[src/rtl/quickq_seq.sv]
// QuickQ sequencer: keeps a descending-sorted priority queue in an external
// single-port BRAM, with a compare/swap walk on insert and a shift walk on removal.
module quickq_seq #(
  parameter int unsigned DATA_W = 32,
  parameter int unsigned DEPTH  = 16,
  parameter int unsigned AW     = $clog2(DEPTH)
) (
  input  logic              clk,
  input  logic              rst,
  input  logic              enq_valid,
  input  logic [DATA_W-1:0] enq_data,
  output logic              enq_ready,
  output logic              deq_valid,
  output logic [DATA_W-1:0] deq_data,
  input  logic              deq_ready,
  output logic [AW:0]       count,
  output logic              full,
  output logic              empty,
  output logic              busy,
  output logic [AW-1:0]     bram_addr,
  output logic              bram_we,
  output logic [DATA_W-1:0] bram_wdata,
  input  logic [DATA_W-1:0] bram_rdata
);

  typedef enum logic [2:0] {
    IDLE, ENQ_RD, ENQ_CMP, ENQ_TAIL, DEQ_RD, DEQ_WR
  } state_t;

  state_t            state;
  logic [DATA_W-1:0] hold;
  logic [DATA_W-1:0] head;
  logic [AW:0]       idx;
  logic              swap;
  logic              deq_fire;
  logic              enq_fire;

  assign empty     = (count == '0);
  assign full      = (count == (AW+1)'(DEPTH));
  assign busy      = (state != IDLE);
  assign deq_valid = (state == IDLE) && !empty;
  assign enq_ready = (state == IDLE) && !full && !(deq_valid && deq_ready);
  assign deq_data  = head;
  assign deq_fire  = deq_valid && deq_ready;
  assign enq_fire  = enq_valid && enq_ready;
  assign swap      = (hold > bram_rdata);

  // BRAM port: read data arrives the cycle after the address, so the
  // swap decision in ENQ_CMP uses the data read during ENQ_RD.
  always_comb begin
    bram_addr  = '0;
    bram_we    = 1'b0;
    bram_wdata = hold;
    case (state)
      ENQ_RD: begin
        bram_addr = AW'(idx);
      end
      ENQ_CMP: begin
        bram_addr = AW'(idx);
        bram_we   = swap;
      end
      ENQ_TAIL: begin
        bram_addr = AW'(count);
        bram_we   = 1'b1;
      end
      DEQ_RD: begin
        bram_addr = AW'(idx + (AW+1)'(1));
      end
      DEQ_WR: begin
        bram_addr  = AW'(idx);
        bram_we    = 1'b1;
        bram_wdata = bram_rdata;
      end
      default: begin
        bram_addr = '0;
      end
    endcase
  end

  // Walk control; dequeue has priority over enqueue in IDLE.
  always_ff @(posedge clk or posedge rst) begin
    if (rst) begin
      state <= IDLE;
      count <= '0;
      idx   <= '0;
      hold  <= '0;
      head  <= '0;
    end else begin
      if (bram_we && (bram_addr == '0)) head <= bram_wdata;
      case (state)
        IDLE: begin
          if (deq_fire) begin
            if (count == (AW+1)'(1)) begin
              count <= '0;
            end else begin
              idx   <= '0;
              state <= DEQ_RD;
            end
          end else if (enq_fire) begin
            hold  <= enq_data;
            idx   <= '0;
            state <= empty ? ENQ_TAIL : ENQ_RD;
          end
        end
        ENQ_RD: state <= ENQ_CMP;
        ENQ_CMP: begin
          if (swap) hold <= bram_rdata;
          idx   <= idx + (AW+1)'(1);
          state <= (idx == count - (AW+1)'(1)) ? ENQ_TAIL : ENQ_RD;
        end
        ENQ_TAIL: begin
          count <= count + (AW+1)'(1);
          state <= IDLE;
        end
        DEQ_RD: state <= DEQ_WR;
        DEQ_WR: begin
          idx <= idx + (AW+1)'(1);
          if (idx == count - (AW+1)'(2)) begin
            count <= count - (AW+1)'(1);
            state <= IDLE;
          end else begin
            state <= DEQ_RD;
          end
        end
        default: state <= IDLE;
      endcase
    end
  end

endmodule

[config.mk]
export PLATFORM = sky130hd
export DESIGN_NAME = quickq_seq
export DESIGN_NICKNAME = d
export VERILOG_FILES = /design/src/rtl/quickq_seq.sv
export SDC_FILE = /design/constraint.sdc
export NUM_CORES = 1
export LEC_CHECK = 0
export CORE_MARGIN = 1.5
export CORE_UTILIZATION = 53
export CTS_CLUSTER_SIZE = 20
export DETAILED_ROUTE_END_ITERATION = 10
export PLACE_DENSITY = 0.87
export SLEW_MARGIN = 40
export SYNTH_ARGS = -nofsm -noshare
export SYNTH_HDL_FRONTEND = slang
export SYNTH_SLANG_ARGS = --single-unit
[constraint.sdc]
create_clock -name clk -period 4.6 [get_ports clk]
set_input_delay 0.46 -clock clk [delete_from_list [all_inputs] [get_ports clk]]
set_output_delay 0.46 -clock clk [all_outputs]
set_load 0.03 [all_outputs]
==> results.sh <==
export IMPL_outcome="finished clean"
export IMPL_cts_tree="done"
export IMPL_cp_cell_sequence="nor2b_1 -> nand2_2 -> buf_4 -> o21ai_0 -> clkdlybuf4s50_1"
export IMPL_ys_seq_elements=77
export IMPL_ant_nets=0
export IMPL_cts_resized_gates=0
export IMPL_syn_num_nets=645
export IMPL_path_class="reg -> out"
export IMPL_final_cell_mix="clkdlybuf4s50_1, dfrtp_1, mux2_2"
export IMPL_row_count=36
export IMPL_cp_depth=5
export IMPL_synthTopCellsByArea="dfrtp_1, mux2_2, ha_1"
export IMPL_antenna_cells=0
export IMPL_power_density_nw_per_um2=792.2
export IMPL_dieArea_um2=10500
export IMPL_post_cts_buffers=0
export IMPL_core_area_um2=9684
export IMPL_layout_min_cycle_time_ns=3.993
export IMPL_stdcell_area_um2=7041
export IMPL_max_freq_mhz=250.4
export IMPL_drt_vias_per_instance=5.734
export IMPL_slew_violations=0
export IMPL_synth_top_area_share_pct=36.75
export IMPL_ys_types=53
export IMPL_crit_buf_inv=2
export IMPL_postPlaceCellArea_um2=6792
export IMPL_power_total_mw=5.578
export IMPL_synthesis_area_um2=5243
export IMPL_cts_buffer_depth=2
export IMPL_synth_top_area_cell="dfrtp_1"
export IMPL_clkTransAtPathRegs_ns=0.09
export IMPL_synth_async_reset_ratio_pct=100.0
export IMPL_place_congestion=0.9387
export IMPL_synth_edff_count=0
export IMPL_die_w_um=102.5
export IMPL_port_buffers=146
export IMPL_cap_viol_max_count=0
export IMPL_nets=775
export IMPL_critical_path_arrival_ns=3.53
export IMPL_grt_start_max_net_pins=47
export IMPL_grt_pass1_vias=4908
export IMPL_fp_dieH_um=102.5
export IMPL_dr_pass1_iters=5
export IMPL_ios=147
export IMPL_overflow=0
export IMPL_grt_pass1_wl_mm=23.48
export IMPL_cp_top_family="buffers and inverters"
export IMPL_worstPathMaxFanout=46
export IMPL_cp_slowest_cell="clkdlybuf4s50_1"
export IMPL_cts_hold_buf=0
export IMPL_grt_use_total_pct=28.99
export IMPL_worstSkewPairLatency_ns=0.37
export IMPL_syn_inst=537
export IMPL_final_util_pct=72.70
export IMPL_htree_num_levels=3
export IMPL_cp_required_ns=4.14
export IMPL_power_leakage_nw=3.115
export IMPL_hold_class="in -> async"
export IMPL_endpoint_kind="output pin"
export IMPL_critPathMaxStageDelay_ns=0.79
export IMPL_drtIter0Drc=249
export IMPL_setup_viol=0
export IMPL_avgRoutedWirePerCell_um=18.04
export IMPL_startpoint_type="register"
export IMPL_worst_pin_slew_ns=0.8030
export IMPL_synth_seq_area_share_pct=36.75
export IMPL_finalClockSkew_ns=0.01262
export IMPL_drt_wl_total_mm=14.50
export IMPL_final_common_cell="clkdlybuf4s50_1"
export IMPL_regToRegStartpoint="hold[31]"
export IMPL_period_share_pct=86.81
export IMPL_clock_sink_count=77
export IMPL_antenna_found_initial=0
export IMPL_rrSetupSlack_ns=1.43
export IMPL_hold_viol=0
export IMPL_synth_ff_type="dfrtp_1"
export IMPL_cts_buffers=9
export IMPL_rsz0062_at_grt="no"
export IMPL_num_vias=4610
export IMPL_root_buffer="clkbuf_8"
export IMPL_area_delta_synth_final_pct=34.30
export IMPL_worstReg2RegEnd="deq_data[24]"
export IMPL_finalSetupTns_ns=0
export IMPL_worst_hold_slack_ns=0.4858
export IMPL_drive_above_1_share_pct=14.01
export IMPL_dp_hpwl_mm=10.40
export IMPL_synth_area_per_cell_um2=9.763
export IMPL_drc=0
export IMPL_max_slew_margin_pct=46.47
export IMPL_ir_worst_vdd_mv=0.5260
export IMPL_initial_utilization_pct=54.13
export IMPL_r2r_cells=8
export IMPL_yosysWarnings=0
-- cell families (layout without fill, tap and decap cells) --
logic type                 after synthesis  count (layout)  share of synthesized area, %
muxes                                  107             107                         22.70
buffers and inverters                   74             208                         5.632
adders and majority gates               40              40                         9.547
xor gates and xnor gates                11              11                         1.838
AOI/OAI and AO/OA                      112             112                         12.96
and+or+nand+nor                        116             116                         10.57
DFF                                     77              77                         36.75
-- per-layer routing --
metal	up-vias	global-route usage [%]	part of all wire (%)
met2	194	48.96	49
met3	37	6.224	6.8
li1	2176	-	-
met1	2203	34.97	41
met5	-	0	0
met4	0	14.65	3.2
-- registers in the layout (all words and copies together) (netlist names) --
signal / count
deq_data: 32
state: 3
count: 5
idx: 5
hold: 32
-- synthesized netlist by cell type, types with 2 or more instances --
| master | number |
|---|---|
| a22oi_1 | 7 |
| o21ai_0 | 49 |
| inv_1 | 41 |
| nor4_1 | 2 |
| o211ai_1 | 3 |
| a221o_1 | 4 |
| dfrtp_1 | 77 |
| nor2_1 | 12 |
| nand2b_1 | 2 |
| mux2i_1 | 12 |
| nand4_1 | 9 |
| nor3_1 | 6 |
| buf_2 | 5 |
| a31oi_1 | 4 |
| nand2_1 | 57 |
| or4_1 | 3 |
| buf_4 | 3 |
| mux2_1 | 30 |
| ha_1 | 40 |
| xor2_1 | 7 |
| mux2_2 | 65 |
| and3_1 | 3 |
| nor2b_1 | 7 |
| clkbuf_1 | 24 |
| or2_2 | 2 |
| xnor2_1 | 4 |
| a21oi_1 | 21 |
| o22ai_1 | 5 |
| o21ai_1 | 2 |
| nand3_1 | 7 |
| a21o_1 | 2 |
-- power breakdown --
| group | total, mW | leakage, nW | switching [mW] | internal (mW) |
|---|---|---|---|---|
| Sequential | 1.33 | 0.925 | 0.311 | 1.02 |
| Clock | 0.652 | 0.125 | 0.266 | 0.386 |
| Combinational | 3.59 | 2.06 | 2.00 | 1.59 |
| Total | 5.58 | 3.11 | 2.58 | 3.00 |
-- how the worst max path moves through the flow --
| stage | from | to | slack (ns) |
|---|---|---|---|
| 2_1_floorplan | count[0] | enq_ready | 1.71 |
| 3_3_place_gp | bram_rdata[14] | bram_we | 0.90 |
| 3_5_place_dp | bram_rdata[31] | bram_we | 0.84 |
| 4_1_cts | state[1] | bram_wdata[17] | 0.58 |
| 5_1_grt | state[1] | bram_wdata[17] | 0.47 |
| 6_report | state[1] | bram_wdata[17] | 0.61 |
-- cell type report --
type | instances | area, um^2
tap | 133 | 166.4
fill | 693 | 2644
inverter | 41 | 156.4
multi-input combinational | 386 | 3037
clock inverter | 4 | 95.09
sequential | 77 | 1928
clock buffer | 11 | 151.4
timing repair buffer | 152 | 1506
-- through the flow --
stage / cells / worst slack [ns]
global placement: 789 / 0.8959
global route: 804 / 0.4740
detailed placement: 789 / 0.8372
floorplan: 537 / 1.705
CTS: 804 / 0.5840
finish: 804 / 0.6066
(Power assumes the default switching activity.)
